==> config.mk <==
export PLATFORM = sky130hd
export DESIGN_NAME = act_quant_packer
export DESIGN_NICKNAME = d
export VERILOG_FILES = /design/src/rtl/act_pkg.sv /design/src/rtl/act_sat_lane.sv /design/src/rtl/act_quant_packer.sv
export SDC_FILE = /design/constraint.sdc
export NUM_CORES = 1
export LEC_CHECK = 0
export ABC_AREA = 0
export ABC_CLOCK_PERIOD_IN_PS = 1930
export CAP_MARGIN = 20
export CORE_UTILIZATION = 46
export CTS_CLUSTER_SIZE = 25
export DETAILED_ROUTE_END_ITERATION = 6
export PLACE_DENSITY = 0.77
export SYNTH_ARGS = -nofsm -noshare
export SYNTH_HDL_FRONTEND = slang
export SYNTH_HIERARCHICAL = 1
export SYNTH_SLANG_ARGS = --single-unit
==> constraint.sdc <==
create_clock -name clk -period 1.93 [get_ports clk]
set_input_delay 0.386 -clock clk [delete_from_list [all_inputs] [get_ports clk]]
set_output_delay 0.386 -clock clk [all_outputs]
set_load 0.005 [all_outputs]
==> src/rtl/act_pkg.sv <==
// Shared constants for the activation quantize/pack stage.
// - OUT_BITS / PACK_N : lane width and lanes per output word
// - PTR_W             : width of the lane pointer
// - UNS_MAX / SGN_*   : clamp limits for the ReLU and signed modes
package act_pkg;
  localparam int OUT_BITS  = 8;
  localparam int PACK_N    = 4;
  localparam int PTR_W     = $clog2(PACK_N);
  localparam int WORD_BITS = OUT_BITS * PACK_N;
  localparam int UNS_MAX   = (1 << OUT_BITS) - 1;
  localparam int SGN_MAX   = (1 << (OUT_BITS - 1)) - 1;
  localparam int SGN_MIN   = -(1 << (OUT_BITS - 1));
  localparam logic [15:0] SAT_CNT_MAX = 16'hFFFF;
endpackage

==> src/rtl/act_sat_lane.sv <==
// Combinational ReLU + clamp of one shifted activation.
// Ports:
//   x   : signed DATA_BITS activation
//   q   : quantized OUT_BITS lane value
//   sat : 1 when the value was clamped at a saturating limit
module act_sat_lane
  import act_pkg::*;
#(
  parameter int DATA_BITS = 32,
  parameter bit RELU_EN   = 1'b1
) (
  input  logic signed [DATA_BITS-1:0] x,
  output logic        [OUT_BITS-1:0]  q,
  output logic                        sat
);

  // ReLU mode is an unsigned clamp whose low limit is 0; hitting that
  // low limit is ordinary ReLU behaviour, not a saturation event.
  localparam logic signed [DATA_BITS-1:0] HI =
    RELU_EN ? DATA_BITS'(UNS_MAX) : DATA_BITS'(SGN_MAX);
  localparam logic signed [DATA_BITS-1:0] LO =
    RELU_EN ? DATA_BITS'(0) : DATA_BITS'(SGN_MIN);

  always_comb begin
    q   = x[OUT_BITS-1:0];
    sat = 1'b0;
    if (x > HI) begin
      q   = HI[OUT_BITS-1:0];
      sat = 1'b1;
    end else if (x < LO) begin
      q   = LO[OUT_BITS-1:0];
      sat = (RELU_EN == 1'b0);
    end
  end

endmodule

==> src/rtl/act_quant_packer.sv <==
// Quantizes shifted activations to OUT_BITS lanes and packs PACK_N lanes
// per output word for the activation write-back buffer.
// Ports:
//   clk, rst                  : clock, synchronous active-high reset
//   s_valid/s_ready/s_data/s_last : input beat stream, s_last flushes a word
//   m_valid/m_ready/m_data/m_keep/m_last : packed output word stream
//   clr_stat                  : clears the saturation counter
//   sat_cnt                   : saturating count of clamp events
// Handshake: a transfer happens on a side when valid && ready at the clock
// edge; a valid output word and its data/keep/last stay stable until taken.
module act_quant_packer
  import act_pkg::*;
#(
  parameter int DATA_BITS = 32,
  parameter bit RELU_EN   = 1'b1
) (
  input  logic                 clk,
  input  logic                 rst,
  input  logic                 s_valid,
  output logic                 s_ready,
  input  logic [DATA_BITS-1:0] s_data,
  input  logic                 s_last,
  output logic                 m_valid,
  input  logic                 m_ready,
  output logic [WORD_BITS-1:0] m_data,
  output logic [PACK_N-1:0]    m_keep,
  output logic                 m_last,
  input  logic                 clr_stat,
  output logic [15:0]          sat_cnt
);

  logic [OUT_BITS-1:0]  lane_val;
  logic                 lane_sat;

  logic [PTR_W-1:0]     ptr_q, ptr_d;
  logic [WORD_BITS-1:0] pack_q, pack_d;
  logic                 m_valid_q, m_valid_d;
  logic [WORD_BITS-1:0] m_data_q, m_data_d;
  logic [PACK_N-1:0]    m_keep_q, m_keep_d;
  logic                 m_last_q, m_last_d;
  logic [15:0]          sat_cnt_q, sat_cnt_d;

  logic                 accept;
  logic                 complete;
  logic [WORD_BITS-1:0] word_w;
  logic [PACK_N-1:0]    keep_w;

  act_sat_lane #(
    .DATA_BITS (DATA_BITS),
    .RELU_EN   (RELU_EN)
  ) u_sat_lane (
    .x   (s_data),
    .q   (lane_val),
    .sat (lane_sat)
  );

  // Input is blocked only while a finished word is waiting downstream;
  // a pop in the same cycle frees the register for the next completion.
  assign s_ready  = !(m_valid_q && !m_ready);
  assign accept   = s_valid && s_ready;
  assign complete = accept && ((ptr_q == PTR_W'(PACK_N - 1)) || s_last);

  always_comb begin
    // Word as it looks with the current beat merged into its lane.
    word_w = pack_q;
    word_w[int'(ptr_q) * OUT_BITS +: OUT_BITS] = lane_val;
    // Lanes 0..ptr are filled once the current beat lands.
    for (int i = 0; i < PACK_N; i++) begin
      keep_w[i] = (PTR_W'(i) <= ptr_q);
    end

    ptr_d     = ptr_q;
    pack_d    = pack_q;
    m_valid_d = m_valid_q;
    m_data_d  = m_data_q;
    m_keep_d  = m_keep_q;
    m_last_d  = m_last_q;

    if (m_valid_q && m_ready) begin
      m_valid_d = 1'b0;
    end

    if (complete) begin
      m_valid_d = 1'b1;
      m_data_d  = word_w;
      m_keep_d  = keep_w;
      m_last_d  = s_last;
      ptr_d     = '0;
      pack_d    = '0;
    end else if (accept) begin
      pack_d = word_w;
      ptr_d  = ptr_q + 1'b1;
    end

    sat_cnt_d = sat_cnt_q;
    if (clr_stat) begin
      sat_cnt_d = '0;
    end else if (accept && lane_sat && (sat_cnt_q != SAT_CNT_MAX)) begin
      sat_cnt_d = sat_cnt_q + 16'd1;
    end
  end

  always_ff @(posedge clk) begin
    if (rst) begin
      ptr_q     <= '0;
      pack_q    <= '0;
      m_valid_q <= 1'b0;
      m_data_q  <= '0;
      m_keep_q  <= '0;
      m_last_q  <= 1'b0;
      sat_cnt_q <= '0;
    end else begin
      ptr_q     <= ptr_d;
      pack_q    <= pack_d;
      m_valid_q <= m_valid_d;
      m_data_q  <= m_data_d;
      m_keep_q  <= m_keep_d;
      m_last_q  <= m_last_d;
      sat_cnt_q <= sat_cnt_d;
    end
  end

  assign m_valid = m_valid_q;
  assign m_data  = m_data_q;
  assign m_keep  = m_keep_q;
  assign m_last  = m_last_q;
  assign sat_cnt = sat_cnt_q;

endmodule

# --- Word-level counts from Yosys, hierarchy flattened ---
# Index checks and enable logic that the tools add are counted.
totals:
  register_bits: 88
  in_bits: 38
op_classes:
  n_addsub: 3
  order_cmp: 6
  eq_ne: 2
  shift: 2
  mux: 6
  n_reduce_logical: 12
op_table:
  columns: ["cell", "n"]
  rows:
  - ["$neg 5->33", 1]
  - ["$shift 8x33->32 const A", 1]
  - ["$shiftx 8x33->32", 1]
  - ["$bwmux 32", 1]
  - ["$gt 32x9->1 const B", 1]
  - ["$lt 32x1->1 const B", 1]
  - ["$add 16x1->16 const B", 1]
  - ["$mux 8", 2]
  - ["$ne 16x16->1 const B", 1]
  - ["$logic_and 1x1->1", 6]
  - ["$le 1x2->1 const A", 2]
  - ["$le 2x2->1 const A", 2]
  - ["$reduce_or 2->1", 2]
  - ["$mux 1", 3]
  - ["$add 2x1->2 const B", 1]
  - ["$eq 2x2->1 const B", 1]
  - ["$logic_not 1->1", 2]
  - ["$reduce_bool 2->1", 1]
  - ["$logic_or 1x1->1", 1]

# --- Logic depth before layout (Yosys ltp) ---
# Gate-level depths: netlist of the first run.
depth:
  ltp_word: 6
  depth_mapped: 8
  ltp_nobuf: 7

# --- Modules after synthesis ---
# The synthesis of the first run kept the hierarchy.
modules_own_cells:
  columns: ["mod", "n_inst", "cells_each", "area_per_inst_um2"]
  rows:
  - ["act_quant_packer", 1, 423, 3961.3]
  - ["act_sat_lane", 1, 29, 203.9]

# --- Worst setup path after synthesis of the first run ---
# No wires, ideal clock.
synth_path:
  path_kind: "reg-to-reg"
  start: "reg ptr_q[0]"
  end: "reg m_data_q[24] (netlist: m_data[24])"
  setup_time_ns: 0.086
  arrival_time_ns: 1.978
  t_required_ns: 1.844
  setup_slack_ns: -0.133
  path_stages_with_launch: 7
  path_cell_list: "dfxtp_1 inv_2 ha_1 buf_1 nor4b_4 a21oi_1 a211oi_1"
synth_between:
  elab_chain_len: 3
synth_lines:
  columns: ["element", "line", "text"]
  rows:
  - ["from (decl)", "act_quant_packer.sv:35", "logic [PTR_W-1:0] ptr_q, ptr_d;"]
  - ["from (signal assigned)", "act_quant_packer.sv:113", "ptr_q <= ptr_d;"]
  - ["$neg 5->33 / $eq 2x2->1 (equally long branches)", "act_quant_packer.sv:66, act_quant_packer.sv:61", null]
  - ["$shiftx 8x33->32 (tied with other cells)", "act_quant_packer.sv:66", "word_w[int'(ptr_q) * OUT_BITS +: OUT_BITS] = lane_val;"]
  - ["$bwmux 32 / $logic_and 1x1->1 (equally long branches)", "act_quant_packer.sv:66, act_quant_packer.sv:61", null]
  - ["to (signal assigned)", "act_quant_packer.sv:116", "m_data_q <= m_data_d;"]
  - ["to (decl)", "act_quant_packer.sv:38", "logic [WORD_BITS-1:0] m_data_q, m_data_d;"]
# Parallel ways exist; a longest one is shown, timed or not.
# A chain may end at the register's enable or synchronous reset.

# --- Worst setup path in the final report of the first run ---
layout_path:
  start: "in m_ready"
  end: "out s_ready"
layout_between:
  elab_chain_len: 3
layout_lines:
  columns: ["element", "line", "text"]
  rows:
  - ["from (decl)", "act_quant_packer.sv:24", "input logic m_ready,"]
  - ["$logic_not 1->1", "act_quant_packer.sv:59", "assign s_ready = !(m_valid_q && !m_ready);"]
  - ["$logic_and 1x1->1", "act_quant_packer.sv:59", null]
  - ["$logic_not 1->1", "act_quant_packer.sv:59", null]
  - ["to (decl)", "act_quant_packer.sv:20", "output logic s_ready,"]
# No other way between the ends.

==> results of run 1 <==
-- sequential cells by signal, indices dropped and copies added, names as in the netlist --
signal   flops
m_data      32
pack_q      32
sat_cnt     16
m_keep       4
ptr_q        2
m_last       1
m_valid      1
-- cell usage after synthesis (all sizes together) --
library cell and count:
nand3 9, nor3 12, mux2i 4, and2 2, nor4b 1, o21ai 2, and3 3, o2111a 1
nand4 5, and4b 1, or4 8, inv 3, xnor2 1, buf 18, a211oi 68, nor2 79
o211a 1, or3 5, a32oi 8, a21oi 44, dfxtp 88, nand2 14, a31oi 4, clkbuf 14
nor2b 25, and4 4, ha 8, o31ai 5, a41o 2, or2 3, clkinv 1, nor4 9
-- routing by layer --
layer,part of all wire,GRT usage,up-vias,wire (um)
li1,-,-,1903,-
met1,0.46,0.3066,1864,5088
met2,0.48,0.3873,97,5254
met3,0.042,0.03597,19,457
met4,0.019,0.08955,0,208
met5,0,0,-,0
-- worst reg2reg max path, stage by stage, from the launching register on --
cell      delay [ns]
dfxtp_2         0.33
inv_2           0.13
ha_1            0.18
clkinv_1        0.13
nor4_4          0.33
buf_4           0.23
a32oi_2         0.13
a211oi_1        0.27
-- power by group through the flow --
stage | clock network (uW) | logic (uW) | registers [uW]
2_1_floorplan | 0 | 393 | 2010
4_1_cts | 1470 | 767 | 1970
3_5_place_dp | 0 | 729 | 2010
6_report | 1440 | 779 | 1970
5_1_grt | 1540 | 845 | 1980
3_3_place_gp | 0 | 713 | 2010
-- stage by stage --
stage	std cells	utilization	hold slack, ns	setup WS, ns	power, uW
after floorplan	452	-	0.4527	-0.0006614	2403
after global placement	655	0.6141	0.4525	-0.5369	2720
after detailed placement	655	0.6141	0.4737	-0.5721	2739
after CTS	674	0.6609	0.4851	-0.01896	4203
after global routing	679	0.6800	0.5101	-0.01795	4368
final	679	0.6800	0.4889	0.04999	4191
-- repair_timing --
action,CTS,global route
setup buffers,1,5
resized for setup,38,36
pin swaps,18,11
endpoints found under the setup margin,63,77
gates cloned,2,0
-- cell type report --
type                            instances  area (um^2)
Sequential cell                        88         1763
Inverter                                4        17.52
Timing Repair Buffer                  134         1354
Multi-Input combinational cell        329         2459
Clock inverter                          4        76.32
Clock buffer                           12        155.1
Tap cell                              108        135.1
Fill cell                             664         2804
-- cells in the final DEF (no fill, tap or decap), types with 11 or more instances in the layout --
cell type        netlist  final
a211oi_1              40     39
a211oi_2              28     29
a21oi_1               44     24
a21oi_2                0     16
buf_4                  0     34
clkbuf_8               0     11
clkdlybuf4s50_1        0     69
dfxtp_1               88     87
dlymetal6s2s_1         0     20
nand2_1               14     13
nor2_1                79     78
nor2b_1               24     24
-- worst min path at each step --
stage	from	endpoint	slack, ns	depth (start not counted)
after detailed placement	m_keep[3]	m_keep[3]	0.47	2
after CTS	m_keep[3]	m_keep[3]	0.49	2
final	m_keep[3]	m_keep[3]	0.49	2
after global routing	m_keep[3]	m_keep[3]	0.51	2
after global placement	m_keep[0]	m_keep[0]	0.45	2
after floorplan	m_keep[3]	m_keep[3]	0.45	2
-- cell families after synthesis --
logic type,count (synthesis)
flops,88
buf+inv,36
compound gates,135
xor+xnor,1
fa+ha+maj,8
simple gates,180
mux,4
==> reports/qor.csv, run 1 <==
stage;metric;value;unit
outcome;status;finished clean;
route;drt-total-wl;11.01;mm
setup_path;path_delay_family;buffers and inverters;
timing;tns;0;ns
clock_network;ctsHoldBuffers;0;
setup_path;r2r_setup_slack;0.11;ns
synthesis;synth_xor_area_frac;0.002103;
pwr;pwr_density_cell;703.3;nW/um^2
setup_path;path_class;in -> out;
timing;max_freq;0.5319;GHz
route;drt_pass1_iterations;4;
grt;antenna_found_initial;0;
setup_path;crit_fanout;2;
synthesis;synth_top_family_by_area;compound AO/OA/AOI/OAI gates;
clock_network;root_buffer;clkbuf_8;
pwr;power.switching;1102;uW
setup_path;start_kind;input pin;
floorplanning;die_h;97.16;um
grt;grt_pass1_wl;18.20;mm
setup_path;rr_worst_depth;7;
grt;overflow;0;
synthesis;synth_nets;498;
final_layout;fin_area;5959;um^2
pwr;seqPwrFrac;0.470;
setup_path;max_stage_delay;0.51;ns
setup_path;cpMaxStageDelayCell;clkdlybuf4s50_1;
synthesis;synth_mux_area_frac;0.009612;
timing;clock_skew;0.003591;ns
setup_path;timing.rr.start;ptr_q[0];
clock_network;clk_latency;0.35;ns
synthesis;netlist.area_leader.share;0.4229;
timing;period_needed;1.880;ns
route;drcViolationCount;0;
final_layout;syn_to_final_growth;43.08;%
place;dpl_cell_area;5381;um^2
pwr;clkPwrFrac;0.344;
synthesis;netlist_area;4165;um^2
timing;fin_crit_sh;0.9741;
clock_network;clk_pin_slew;0.08;ns
setup_path;crit_required;1.54;ns
final_layout;drive_gt1_frac;0.2644;
synthesis;ys_seq_area_frac;0.4229;
grt;grt_max_degree;71;
timing;slew_violations;0;
clock_network;clock-sinks;88;
route;ant_nets;0;
final_layout;diodes;0;
synthesis;synth.area.top_cells;dfxtp_1 42%, a211oi_2 8.4%, a211oi_1 7.2%, nor2_1 7.1%, a21oi_1 5.3%;
synthesis;ys_warn_count;6;
place;io_buffers;92;
synthesis;ys_seq_elements;88;
pwr;p_int;3090;uW
place;dpl.hpwl;7.524;mm
final_layout;fin_nets;612;
flow_run;maxCapViolCount;0;
setup_path;crit_buf_inv;3;
place;gp_congestion;0.8993;
grt;track_usage;0.2340;
synthesis;synth_fa_ha_area_frac;0.02403;
timing;finalSetupViolCount;0;
setup_path;worstReg2RegEnd;m_data[20];
floorplanning;die_w;97.16;um
floorplanning;coreArea;8763;um^2
timing;tightest_slew;0.4011;ns
setup_path;crit_end;s_ready;
setup_path;worstSetupEndpointType;output port;
synthesis;yosys.area_share.simple;0.2436;
synthesis;synth_top_area_cell;dfxtp_1;
route;first_iter_violations;154;
synthesis;syn_inst;452;
floorplanning;initial_core_util;0.4753;
floorplanning;die-area;9439;um^2
pwr;combinationalPowerShare;0.186;
synthesis;synth_area_per_cell;9.215;um^2
clock_network;cts_tree;yes;
timing;relSlewSlack;0.7326;
route;route.detailed.wl_per_inst;16.21;um
setup_path;cpMostUsedCell;clkdlybuf4s50_1;
floorplanning;pin_count;93;
clock_network;htree_levels;3;
pwr;sw_frac_of_total;0.2629;
setup_path;cp_cell_sequence;clkdlybuf4s50_1 > nor2b_4 > inv_4 > clkdlybuf4s50_1;
clock_network;clockBufferDepth;2;
setup_path;critical_path.startpoint;m_ready;
route;vias_per_cell;5.719;
min_path;hp-class;reg -> reg;
route;num_vias;3883;
clock_network;numCtsBuffers;9;
setup_path;worstPathArrival;1.49;ns
pwr;p_leak;0.002236;uW
pwr;ir_drop;0.0005363;V
synthesis;synth_compound_area_frac;0.2532;
grt;first_global_vias;3716;
synthesis;ys_types;43;
setup_path;path_depth;4;
floorplanning;row_count;34;
timing;hold_viol_final;0;
Power figures use the tool's default switching activity.
==> inputs of run 2 (changes only) <==
ABC_CLOCK_PERIOD_IN_PS = 1600   (was 1930)
PLACE_DENSITY = unset   (was 0.77)
PLACE_DENSITY_LB_ADDON = 0.25   (was unset)
SLEW_MARGIN = 25   (was unset)
clock period = 1.6 ns   (was 1.93 ns; I/O delays follow)
==> reports/qor.csv, run 2 (synthesis gave the netlist of run 1 again) <==
stage;metric;value;unit
setup_path;worstSetupEndpointType;register;
grt;grt_pass1_wl;19.07;mm
pwr;power;5024;uW
place;io_buffers;92;
floorplanning;die_h;97.16;um
setup_path;start_kind;register;
clock_network;numCtsBuffers;9;
clock_network;cts_tree;yes;
place;dpl.hpwl;7.666;mm
route;drt-total-wl;12.88;mm
outcome;violations;negative setup slack;
timing;fin_crit_sh;1.026;
route;num_vias;4180;
pwr;seqPwrFrac;0.473;
floorplanning;pin_count;93;
setup_path;crit_required;1.91;ns
pwr;p_int;3543;uW
route;ant_nets;0;
place;dpl_cell_area;5587;um^2
pwr;power.switching;1480;uW
route;vias_per_cell;5.846;
final_layout;fin_area;6580;um^2
clock_network;htree_levels;3;
flow_run;maxCapViolCount;0;
final_layout;diodes;0;
final_layout;final_cells;715;
route;drcViolationCount;0;
timing;hold_viol_final;0;
timing;clock_skew;0.01010;ns
final_layout;drive_gt1_frac;0.4366;
timing;tightest_slew;0.4911;ns
timing;setup_slack;-0.04182;ns
clock_network;ctsHoldBuffers;0;
final_layout;final_common_cell;nor2_1;
final_layout;syn_to_final_growth;57.98;%
floorplanning;die_w;97.16;um
route;route.detailed.wl_per_inst;18.02;um
floorplanning;die-area;9439;um^2
pwr;p_leak;0.002501;uW
clock_network;clock-sinks;88;
final_layout;finalCoreUtilization;0.7509;
timing;max_freq;0.6091;GHz
place;gp_congestion;0.8160;
final_layout;fin_nets;648;
outcome;status;finished, violations left;
clock_network;root_buffer;clkbuf_8;
floorplanning;coreArea;8763;um^2
setup_path;crit_fanout;3;
floorplanning;row_count;34;
timing;slew_violations;0;
grt;overflow;0;
grt;first_global_vias;3970;
timing;rsz0062_at_grt;true;
floorplanning;initial_core_util;0.4753;
timing;finalSetupViolCount;13;
min_path;hp-class;reg -> reg;
final_layout;layout_common_cells;77 x nor2_1, 67 x dfxtp_1, 58 x buf_4, 47 x a211oi_2, 47 x clkdlybuf4s50_1;
clock_network;clockBufferDepth;2;
route;drt_pass1_iterations;4;
pwr;combinationalPowerShare;0.214;
route;first_iter_violations;174;
clock_network;clk_latency;0.36;ns
place;place_ws;-0.8328;ns
pwr;clkPwrFrac;0.313;
grt;track_usage;0.2489;
grt;antenna_found_initial;0;
pwr;ir_drop;0.0006121;V
place;dp.cells;670;
grt;grt_max_degree;43;
pwr;pwr_density_cell;763.5;nW/um^2
timing;period_needed;1.642;ns
setup_path;worstPathArrival;1.95;ns
timing;relSlewSlack;0.6726;
clock_network;clk_pin_slew;0.10;ns
setup_path;path_class;reg -> reg;
pwr;sw_frac_of_total;0.2947;
## run 2: cell count changes in the layout (fill, tap and decap cells not counted), moves of 7 or more
cell | before | now
a211oi_2 | 29 | 47
clkdlybuf4s50_1 | 69 | 47
a21oi_1 | 24 | 14
buf_4 | 34 | 58
clkdlybuf4s15_1 | 0 | 7
buf_6 | 1 | 16
dfxtp_1 | 87 | 67
a211oi_1 | 39 | 21
dfxtp_2 | 1 | 15
dlygate4sd2_1 | 3 | 22
dlymetal6s2s_1 | 20 | 6
## run 2: worst max-delay path, stage by stage (launching register included)
cell	delay, ns
dfxtp_2	0.37
ha_4	0.13
nand4_1	0.21
or4_4	0.58
a31oi_1	0.19
a41o_1	0.10
## run 2: routing by layer
metal | up-vias | GRT usage | share of wire
met2 | 148 | 0.4139 | 0.49
met5 | - | 0 | 0
met4 | 0 | 0.1056 | 0.031
li1 | 1983 | - | -
met3 | 38 | 0.05971 | 0.049
met1 | 2011 | 0.3071 | 0.43
## run 2: timing repair
item | CTS | global route
setup endpoints to repair | 96 | 92
gates resized for setup | 129 | 85
setup buffers | 17 | 8
cloned | 2 | 3
pin swaps | 29 | 42
## run 2: path summary, 6_finish.rpt
| path | slack [ns] | depth (start not counted) | end | start |
|---|---|---|---|---|
| min reg2reg | 0.46 | 2 | m_last | m_last |
| min | 0.46 | 2 | m_last | m_last |
| max | -0.04 | 5 | sat_cnt[2] | sat_cnt[0] |
| max reg2reg | -0.04 | 5 | sat_cnt[2] | sat_cnt[0] |
## run 2: power groups by stage
stage | combinational (uW) | sequential [uW] | clock (uW)
after floorplan | 501 | 2430 | 0
after global placement | 890 | 2420 | 0
after detailed placement | 905 | 2430 | 0
after CTS | 944 | 2370 | 1580
after global routing | 1150 | 2390 | 1680
final | 1080 | 2370 | 1570
## run 2: final cells by class
| cell class | count | area, um^2 |
|---|---|---|
| clock inverters | 6 | 67.56 |
| repair buffers | 169 | 1619 |
| multi-input cells | 330 | 2799 |
| clock buffers | 10 | 127.6 |
| flip-flops and latches | 88 | 1803 |
| fillers | 569 | 2183 |
| inverters | 4 | 28.78 |
| well taps | 108 | 135.1 |
## run 2: metrics by stage
step / hold WS [ns] / TNS [ns]
final: 0.4596 / -0.2216
after detailed placement: 0.4504 / -57.91
after CTS: 0.4626 / -0.1064
after floorplan: 0.4527 / -8.685
after global routing: 0.4810 / -2.501
after global placement: 0.4475 / -54.76
